File: src/rtl/blowfish128_key_loader_if.sv
// Key-word stream between the host/register block and the Blowfish-128 key loader.
interface blowfish128_key_loader_if;
  logic [31:0] kw_data;
  logic        kw_valid;
  logic        kw_last;
  logic        kw_encrypt;
  logic        kw_ready;

  modport master (output kw_data, kw_valid, kw_last, kw_encrypt, input kw_ready);
  modport slave  (input kw_data, kw_valid, kw_last, kw_encrypt, output kw_ready);
endinterface

File: src/rtl/blowfish128_key_loader.sv
// Packs a streamed 32-bit user key into eight 64-bit buses, kicks the P-array schedule
// generator and reports completion. Optional WAIT timeout: BF_KEYLOAD_TIMEOUT_EN.
module blowfish128_key_loader #(
  parameter int MAX_WORDS      = 14,
  parameter int TIMEOUT_CYCLES = 15
) (
  input  logic                      Clk,
  input  logic                      RstN,
  blowfish128_key_loader_if.slave   kw,
  output logic [63:0]               key0,
  output logic [63:0]               key1,
  output logic [63:0]               key2,
  output logic [63:0]               key3,
  output logic [63:0]               key4,
  output logic [63:0]               key5,
  output logic [63:0]               key6,
  output logic [63:0]               key7,
  output logic [3:0]                key_length,
  output logic                      Encrypt,
  output logic                      Enable,
  input  logic                      skey_ready,
  output logic                      busy,
  output logic                      key_valid,
  output logic                      err_len,
  output logic                      err_timeout
);

  typedef enum logic [2:0] {IDLE, LOAD, DRAIN, REQ, WAIT} state_t;

  localparam logic [3:0] MAX_W = 4'(MAX_WORDS);

  state_t            state, state_nxt;
  logic [15:0][31:0] key_w;
  logic [3:0]        cnt;
  logic              ready_d;
  logic              xfer, rise, tmo;

  assign kw.kw_ready = (state == IDLE) || (state == LOAD) || (state == DRAIN);
  assign xfer        = kw.kw_valid & kw.kw_ready;
  assign rise        = skey_ready & ~ready_d;
  assign Enable      = (state == REQ);
  assign busy        = (state == LOAD) || (state == REQ) || (state == WAIT);

  assign key0 = key_w[1:0];
  assign key1 = key_w[3:2];
  assign key2 = key_w[5:4];
  assign key3 = key_w[7:6];
  assign key4 = key_w[9:8];
  assign key5 = key_w[11:10];
  assign key6 = key_w[13:12];
  assign key7 = key_w[15:14];

`ifdef BF_KEYLOAD_TIMEOUT_EN
  localparam int            TW    = $clog2(TIMEOUT_CYCLES + 1);
  localparam logic [TW-1:0] TLAST = TW'(TIMEOUT_CYCLES - 1);
  logic [TW-1:0] tcnt;

  assign tmo = (state == WAIT) && !rise && (tcnt == TLAST);

  always_ff @(posedge Clk or negedge RstN) begin
    if (!RstN) begin
      tcnt        <= '0;
      err_timeout <= 1'b0;
    end else begin
      if (state == REQ)       tcnt <= '0;
      else if (state == WAIT) tcnt <= tcnt + 1'b1;
      if (state == IDLE && xfer) err_timeout <= 1'b0;
      else if (tmo)              err_timeout <= 1'b1;
    end
  end
`else
  assign tmo         = 1'b0;
  assign err_timeout = 1'b0;
`endif

  always_ff @(posedge Clk or negedge RstN) begin
    if (!RstN) state <= IDLE;
    else       state <= state_nxt;
  end

  always_comb begin
    state_nxt = state;
    case (state)
      IDLE:  if (xfer) state_nxt = kw.kw_last ? REQ : LOAD;
      LOAD:  if (xfer) begin
               // a word arriving with the buffer full is an overrun, last or not
               if (cnt == MAX_W)     state_nxt = kw.kw_last ? IDLE : DRAIN;
               else if (kw.kw_last)  state_nxt = REQ;
             end
      DRAIN: if (xfer && kw.kw_last) state_nxt = IDLE;
      REQ:   state_nxt = WAIT;
      WAIT:  if (rise || tmo) state_nxt = IDLE;
      default: state_nxt = IDLE;
    endcase
  end

  always_ff @(posedge Clk or negedge RstN) begin
    if (!RstN) begin
      key_w      <= '0;
      cnt        <= '0;
      key_length <= '0;
      Encrypt    <= 1'b0;
      key_valid  <= 1'b0;
      err_len    <= 1'b0;
      ready_d    <= 1'b0;
    end else begin
      case (state)
        IDLE: if (xfer) begin
          key_w     <= {{15{32'h0}}, kw.kw_data};
          Encrypt   <= kw.kw_encrypt;
          cnt       <= 4'd1;
          key_valid <= 1'b0;
          err_len   <= 1'b0;
          if (kw.kw_last) key_length <= 4'd1;
        end
        LOAD: if (xfer) begin
          if (cnt == MAX_W) begin
            err_len <= 1'b1;
          end else begin
            key_w[cnt] <= kw.kw_data;
            cnt        <= cnt + 4'd1;
            if (kw.kw_last) key_length <= cnt + 4'd1;
          end
        end
        // history starts low so a level left high by the previous key is not a rise
        REQ:  ready_d <= 1'b0;
        WAIT: begin
          ready_d <= skey_ready;
          if (rise) key_valid <= 1'b1;
        end
        default: ;
      endcase
    end
  end

endmodule

File: src/flat_wrapper.sv
// flat-port wrapper written by rule: the top's interface ports become plain ports
module blowfish128_key_loader_flat 
#(
  parameter int MAX_WORDS      = 14,
  parameter int TIMEOUT_CYCLES = 15
)
  (Clk, RstN, key0, key1, key2, key3, key4, key5, key6, key7, key_length, Encrypt, Enable, skey_ready, busy, key_valid, err_len, err_timeout, kw_kw_data, kw_kw_valid, kw_kw_last, kw_kw_encrypt, kw_kw_ready);
  blowfish128_key_loader_if kw_i ();
  input  logic Clk;
  input  logic RstN;
  output logic [63:0] key0;
  output logic [63:0] key1;
  output logic [63:0] key2;
  output logic [63:0] key3;
  output logic [63:0] key4;
  output logic [63:0] key5;
  output logic [63:0] key6;
  output logic [63:0] key7;
  output logic [3:0] key_length;
  output logic Encrypt;
  output logic Enable;
  input  logic skey_ready;
  output logic busy;
  output logic key_valid;
  output logic err_len;
  output logic err_timeout;
  input wire logic [$bits(kw_i.kw_data)-1:0] kw_kw_data;
  input wire logic [$bits(kw_i.kw_valid)-1:0] kw_kw_valid;
  input wire logic [$bits(kw_i.kw_last)-1:0] kw_kw_last;
  input wire logic [$bits(kw_i.kw_encrypt)-1:0] kw_kw_encrypt;
  output wire logic [$bits(kw_i.kw_ready)-1:0] kw_kw_ready;
  assign kw_i.kw_data = kw_kw_data;
  assign kw_i.kw_valid = kw_kw_valid;
  assign kw_i.kw_last = kw_kw_last;
  assign kw_i.kw_encrypt = kw_kw_encrypt;
  assign kw_kw_ready = kw_i.kw_ready;
  blowfish128_key_loader #(.MAX_WORDS(MAX_WORDS), .TIMEOUT_CYCLES(TIMEOUT_CYCLES)) u_core (.Clk(Clk), .RstN(RstN), .kw(kw_i), .key0(key0), .key1(key1), .key2(key2), .key3(key3), .key4(key4), .key5(key5), .key6(key6), .key7(key7), .key_length(key_length), .Encrypt(Encrypt), .Enable(Enable), .skey_ready(skey_ready), .busy(busy), .key_valid(key_valid), .err_len(err_len), .err_timeout(err_timeout));
endmodule
File: config.mk
export PLATFORM = sky130hd
export DESIGN_NAME = blowfish128_key_loader_flat
export DESIGN_NICKNAME = d
export VERILOG_FILES = /design/src/rtl/blowfish128_key_loader_if.sv /design/src/rtl/blowfish128_key_loader.sv /design/src/flat_wrapper.sv
export SDC_FILE = /design/constraint.sdc
export NUM_CORES = 1
export LEC_CHECK = 0
export BUFFER_PORTS_ARGS = -buffer_cell sky130_fd_sc_hd__buf_2
export CAP_MARGIN = 40
export CELL_PAD_IN_SITES_DETAIL_PLACEMENT = 0
export CELL_PAD_IN_SITES_GLOBAL_PLACEMENT = 1
export CORE_UTILIZATION = 25
export CTS_BUF_LIST = sky130_fd_sc_hd__clkbuf_16
export DETAILED_ROUTE_END_ITERATION = 6
export MAX_ROUTING_LAYER = met4
export PLACE_DENSITY = 0.58
export RECOVER_POWER = 100
export SLEW_MARGIN = 10
export SYNTH_ARGS = -nofsm -noshare
export SYNTH_HDL_FRONTEND = slang
export SYNTH_SLANG_ARGS = --single-unit
export TNS_END_PERCENT = 30
File: constraint.sdc
create_clock -name Clk -period 2.5 [get_ports Clk]
set_clock_uncertainty 0.15 [all_clocks]
set_input_delay 0.125 -clock Clk [delete_from_list [all_inputs] [get_ports Clk]]
set_output_delay 0.125 -clock Clk [all_outputs]
set_load 0.02 [all_outputs]
==> reports/qor.yml, run 1 <==
status: "complete, no violations"
vias_per_cell: 5.03
cp_cell_sequence: "inv_1, ha_1, nor3b_1, o211ai_4, buf_4, mux2_2"
critPathRequiredTime_ps: 2830
critPathMaxFanout: 22
fp.dieW_um: 281
crit_arrival_ps: 2670
synthAdderAreaFrac_pct: 0.257
vdd_drop_max_uv: 534
r2r_start: "u_core.cnt[1]"
drc: 0
post-route-util_pct: 32.9
cts_buffers: 57
ys_types: 46
vias: 14900
min_from: "kw_kw_encrypt"
finalWorstSetupSlack_ps: 157
fin_crit_ps: 2340
crit_slowest_cell: "dfrtp_1"
core_area_mm2: 0.0765
cap_violations: 0
synth_seq_cells: 527
io_buffers: 559
start_util_pct: 25.5
worstHoldPathType: "input pin to flip-flop"
antenna_found_initial: 3
drt_iter0_drc: 1086
final_common_cell: "dfrtp_1"
rrSetupSlack_ps: 160
drtAntennaViolNets: 0
ys_async_sr_fraction_pct: 100
drt-wirelength-per-cell_um: 26.3
htreeDepth: 2
critPathLaunchType: "flip-flop"
syn_to_final_growth_pct: 29.2
timing.final.crit_share_pct: 93.7
grt_overflow: 0
max_slew_margin_pct: 19.3
n_fill_cell: 7863
synth-xor-area-share_pct: 0.135
setup-tns-final_ps: 0
cts_setup_buffers: 0
finalWirelength_mm: 77.7
tightest_slew_ps: 1210
cts_sinks: 527
synth_mux_area_share_pct: 2.14
synth_top_family_by_area: "compound AO/OA/AOI/OAI gates"
report.final.slew_viol_count: 0
critical_path.max_stage_delay_ps: 440
root_buffer: "clkbuf_16"
clock_latency_ps: 610
post-place-ws_ps: 147
die_y_um: 281
layout-drive-gt1-share_pct: 11.7
syn_nets: 1355
synth_ff_type: "dfrtp_1"
p_leak_uw: 0.0113
synthSimpleGateAreaFrac_pct: 3.10
cts_tree: "yes"
pwr_density_cell_mw_per_mm2: 1020
yosysSeqAreaShare_pct: 67.8
hpwl_mm: 52.8
clkTransAtPathRegs_ps: 60
yosysWarnings: 0
seq_area_mm2: 0.0132
io_pins: 561
cts_max_path_buffers: 3
synth_area_mm2: 0.0195
syn-instance-count: 1313
place_congestion: 0.845
finalSetupViolCount: 0
cp-end-kind: "flip-flop"
r2r-end: "u_core.key0[18]"
critPathKind: "flip-flop to flip-flop"
synth-compound-area-share_pct: 22.8
fmax_ghz: 0.427
rsz0062_at_grt: "false"
synth_edf_count: 0
dr.pass1.iters: 5
grt_max_degree: 88
rows: 101
fp.dieArea_mm2: 0.0790
rr_worst_depth: 6
final_nets: 1916
final_cell_mix: "527 x dfrtp_1, 522 x clkbuf_1, 257 x a22o_1, 192 x a32o_1, 57 x clkbuf_16"
grt_pass1_wl_mm: 110
avgSynthCellArea_um2: 14.8
hold_viol: 0
grt_use_total_pct: 19.8
multi_input_area_mm2: 0.00564
whs_endpoint: "u_core.Encrypt"
worstHoldPathCells: 3
grt_pass1_vias: 15300
stage by stage:
step                hold WS, ps  cell area, um2  cells  total power, uW
finish                      147           25100   2953            25600
global route                138           25100   2948            26800
CTS                         104           26000   2948            26500
detailed placement         46.1           23900   2807            18500
global placement           42.1           23900   2806            18400
floorplan                  -321           19500   1313            14600
final cells by class:
type	count	area share, %
Clock inverter	46	1.12
Antenna cell	5	0.0498
Timing Repair Buffer	667	13.1
Inverter	4	0.0597
Tap cell	1030	5.13
Clock buffer	57	5.67
Multi-Input combinational cell	617	22.4
Sequential cell	527	52.5
how the worst max path moves through the flow:
stage,from,end,slack [ps],cells after the start
after floorplan,u_core.state[1],u_core.key0[21],470,5
after global placement,u_core.state[1],u_core.key7[36],150,4
after detailed placement,u_core.state[1],u_core.key7[57],150,4
after CTS,u_core.state[1],u_core.key7[42],120,4
after global routing,u_core.cnt[1],u_core.key3[54],20,6
final,u_core.cnt[1],u_core.key0[18],160,6
worst max-delay path, delay by kind of cell, from the launching register on:
family | cells | cell delay (ps)
AO/OA/AOI/OAI | 1 | 190
AND/OR/NAND/NOR | 1 | 190
adder cells (fa/ha/maj) | 1 | 270
multiplexers | 1 | 400
buffers and inverters | 2 | 520
flip-flops | 1 | 440
registers in the layout (all words and copies together), names as in the netlist, 64 cells and up:
signal       flops
u_core.key4     64
u_core.key7     64
u_core.key3     64
u_core.key6     64
u_core.key0     64
u_core.key1     64
u_core.key5     64
u_core.key2     64
kinds of logic after synthesis:
kind of cell	after synthesis
mux	37
flops	527
compound gates	482
other cells	1
buf+inv	169
xor+xnor	3
simple gates	90
fa+ha+maj	4
synthesized netlist by cell type, drive strengths merged, types with 7 or more instances:
cell    instances  share of area (%)
dfrtp         527                 68
a22o          257                 12
a32o          192                9.9
clkbuf        105                2.0
buf            60                1.7
mux2           37                2.1
nor2b          35                1.1
o211ai         10               0.57
and3b           8               0.36
nand2           8               0.15
nor2            8               0.17
nor3b           7               0.35
o21ai           7               0.18
where the power goes:
| group | total, uW | switching, uW | internal (uW) |
|---|---|---|---|
| logic | 7620 | 5410 | 2210 |
| clock network | 7810 | 3480 | 4330 |
| registers | 10200 | 671 | 9520 |
routing by layer:
layer | global-route usage, % | share of wire, %
met1 | 25.2 | 42
met2 | 32.0 | 49
met3 | 3.58 | 7.0
met4 | 5.95 | 2.6
met5 | - | 0
timing repair:
action,CTS,global route
setup endpoints to repair,0,0
gates resized for setup,0,0
endpoints found under the hold margin,876,0
hold buffers,38,0
No activity file was read; power rests on OpenSTA's default activity.
==> inputs of run 2 (changes only) <==
--- a/config.mk
+++ b/config.mk
@@ -12,6 +12,7 @@
 export CORE_UTILIZATION = 25
 export CTS_BUF_LIST = sky130_fd_sc_hd__clkbuf_16
 export DETAILED_ROUTE_END_ITERATION = 6
+export GPL_TIMING_DRIVEN = 0
 export MAX_ROUTING_LAYER = met4
 export PLACE_DENSITY = 0.58
 export RECOVER_POWER = 100
==> run 2 against run 1 <==
Against the previous run:
- cell count up 4.5%
- critical endpoint is now u_core.key2[62]
- sequential share of layout area is 1.5 points lower
- die area unchanged
- global-route usage up 0.91 points
- clock-buffer cell count increased by 3
- fmax shrank 5.5%
- clock power increased by 12%
- non-clock buffer count increased by 128
- combinational power is 4.6% higher
==> reports/qor.yml, run 2 (same netlist as run 1, synthesis figures left out) <==
whs_ps: 128  # -18.4 ps
cp-endpoint: "u_core.key2[62]"
critPathLaunchType: "flip-flop"
rr_worst_depth: 6  # unchanged
hpwl_mm: 59.0  # +12%
finalSetupViolCount: 0  # unchanged
antenna_found_initial: 2  # -1
io_buffers: 559  # unchanged
io_pins: 561  # unchanged
tightest_slew_ps: 1340  # +128 ps
r2r-end: "u_core.key2[62]"
met1Wirelength_mm: 34.9  # +7.6%
final_nets: 2047  # +6.8%
cap_violations: 0  # unchanged
p_leak_uw: 0.0117  # +3.4%
place_congestion: 0.790  # -6.5%
cts_sinks: 527  # unchanged
dr.pass1.iters: 5  # unchanged
status: "complete, no violations"
wl_met2_mm: 39.2  # +3.4%
timing.final.crit_share_pct: 99.2  # +5.5 points
fin_crit_ps: 2480  # +137 ps
critPathRequiredTime_ps: 2900  # +70 ps
layout-drive-gt1-share_pct: 14.3  # +2.5 points
drt-wirelength-per-cell_um: 26.4  # +0.50%
grt_max_degree: 113  # +28%
htreeDepth: 2  # unchanged
cts_max_path_buffers: 3  # unchanged
total_power_uw: 26800  # +4.7%
routed.top_layer: "met4"
rsz0062_at_grt: "true"
report.final.slew_viol_count: 0  # unchanged
grt_use_total_pct: 20.7  # +0.91 points
die_y_um: 281  # unchanged
vdd_drop_max_uv: 617  # +16%
cts_buffers: 60  # +5.3%
pwr_density_cell_mw_per_mm2: 1040  # +1.7%
fp.dieW_um: 281  # unchanged
grt_overflow: 0  # unchanged
vias_per_cell: 4.98  # -1.1%
r2r_start: "u_core.state[1]"
final_area_mm2: 0.0259  # +2.9%
rrSetupSlack_ps: 20  # -140 ps
cp-end-kind: "flip-flop"
finalWirelength_mm: 81.6  # +5.0%
crit_path_start: "u_core.state[1]"
setup-tns-final_ps: 0  # unchanged
syn_to_final_growth_pct: 32.9
vias: 15400  # +3.4%
cts_tree: "yes"
drtAntennaViolNets: 0  # unchanged
hold_viol: 0  # unchanged
crit_arrival_ps: 2880  # +210 ps
post_dp_cell_area_mm2: 0.0240  # +0.45%
grt_pass1_wl_mm: 115  # +4.6%
drc: 0  # unchanged
drt_iter0_drc: 963  # -11%
max_slew_margin_pct: 10.8  # -8.5 points
fp.dieArea_mm2: 0.0790  # unchanged
fmax_ghz: 0.403  # -5.5%
start_util_pct: 25.5  # unchanged
rows: 101  # unchanged
critPathMaxFanout: 10  # -55%
worstHoldPathType: "input pin to flip-flop"
critPathKind: "flip-flop to flip-flop"
core_area_mm2: 0.0765  # unchanged
final_common_cell: "clkbuf_1"
clkTransAtPathRegs_ps: 60  # about the same
grt_pass1_vias: 16100  # +5.1%
clock_latency_ps: 630  # +20 ps
root_buffer: "clkbuf_16"
wl_met3_mm: 5.27  # -2.6%
final_cell_mix: "599 x clkbuf_1, 527 x dfrtp_1, 257 x a22o_1, 192 x a32o_1, 75 x buf_2"
run 2: worst min path at each step:
| stage | startpoint | end | cells after the start | slack (ps) |
|---|---|---|---|---|
| floorplan | RstN | u_core.Encrypt | 0 | -320 |
| global placement | kw_kw_encrypt | u_core.Encrypt | 2 | 220 |
| detailed placement | RstN | u_core.key0[22] | 1 | -70 |
| CTS | kw_kw_encrypt | u_core.Encrypt | 3 | 90 |
| global route | kw_kw_encrypt | u_core.Encrypt | 3 | 110 |
| finish | kw_kw_encrypt | u_core.Encrypt | 3 | 130 |
run 2: layer usage:
metal	global-route usage, %	vias up
li1	-	6521
met1	26.1	8168
met2	33.5	555
met3	4.51	111
met4	5.62	0
met5	-	-
run 2: final cells by class:
type,instances,area [um2]
well taps,1030,1290
clock buffers,60,1500
diodes,4,10.0
plain buffers,161,778
multi-input cells,617,5650
inverters,4,15.0
flip-flops and latches,527,13200
repair buffers,634,3030
fillers,7884,50600
clock inverters,49,419
run 2: metrics by stage:
step	utilization [%]	worst slack, ps	instances
2_1_floorplan	-	467	1313
3_3_place_gp	30.8	-9580	2902
3_5_place_dp	31.4	-662	2928
4_1_cts	34.6	-91.4	3080
5_1_grt	33.8	-95.7	3082
6_report	33.8	20.4	3086
run 2: repair_timing:
| item | CTS | global route |
|---|---|---|
| gates cloned | 0 | 0 |
| pin swaps | 4 | 1 |
| setup endpoints to repair | 450 | 255 |
| endpoints found under the hold margin | 399 | 0 |
| hold buffers | 39 | 0 |
| gates resized for setup | 33 | 36 |
| buffers inserted | 8 | 1 |
run 2: critical path, stage by stage (launching register included):
cell,delay (ps)
dfrtp_1,380
buf_2,190
or3b_4,430
buf_2,250
o211ai_2,480
buf_2,350
a32o_1,160
run 2: power by group:
| part | switching, uW | internal [uW] | total (uW) |
|---|---|---|---|
| Clock | 3730 | 4980 | 8710 |
| Sequential | 632 | 9520 | 10200 |
| Combinational | 5670 | 2300 | 7970 |
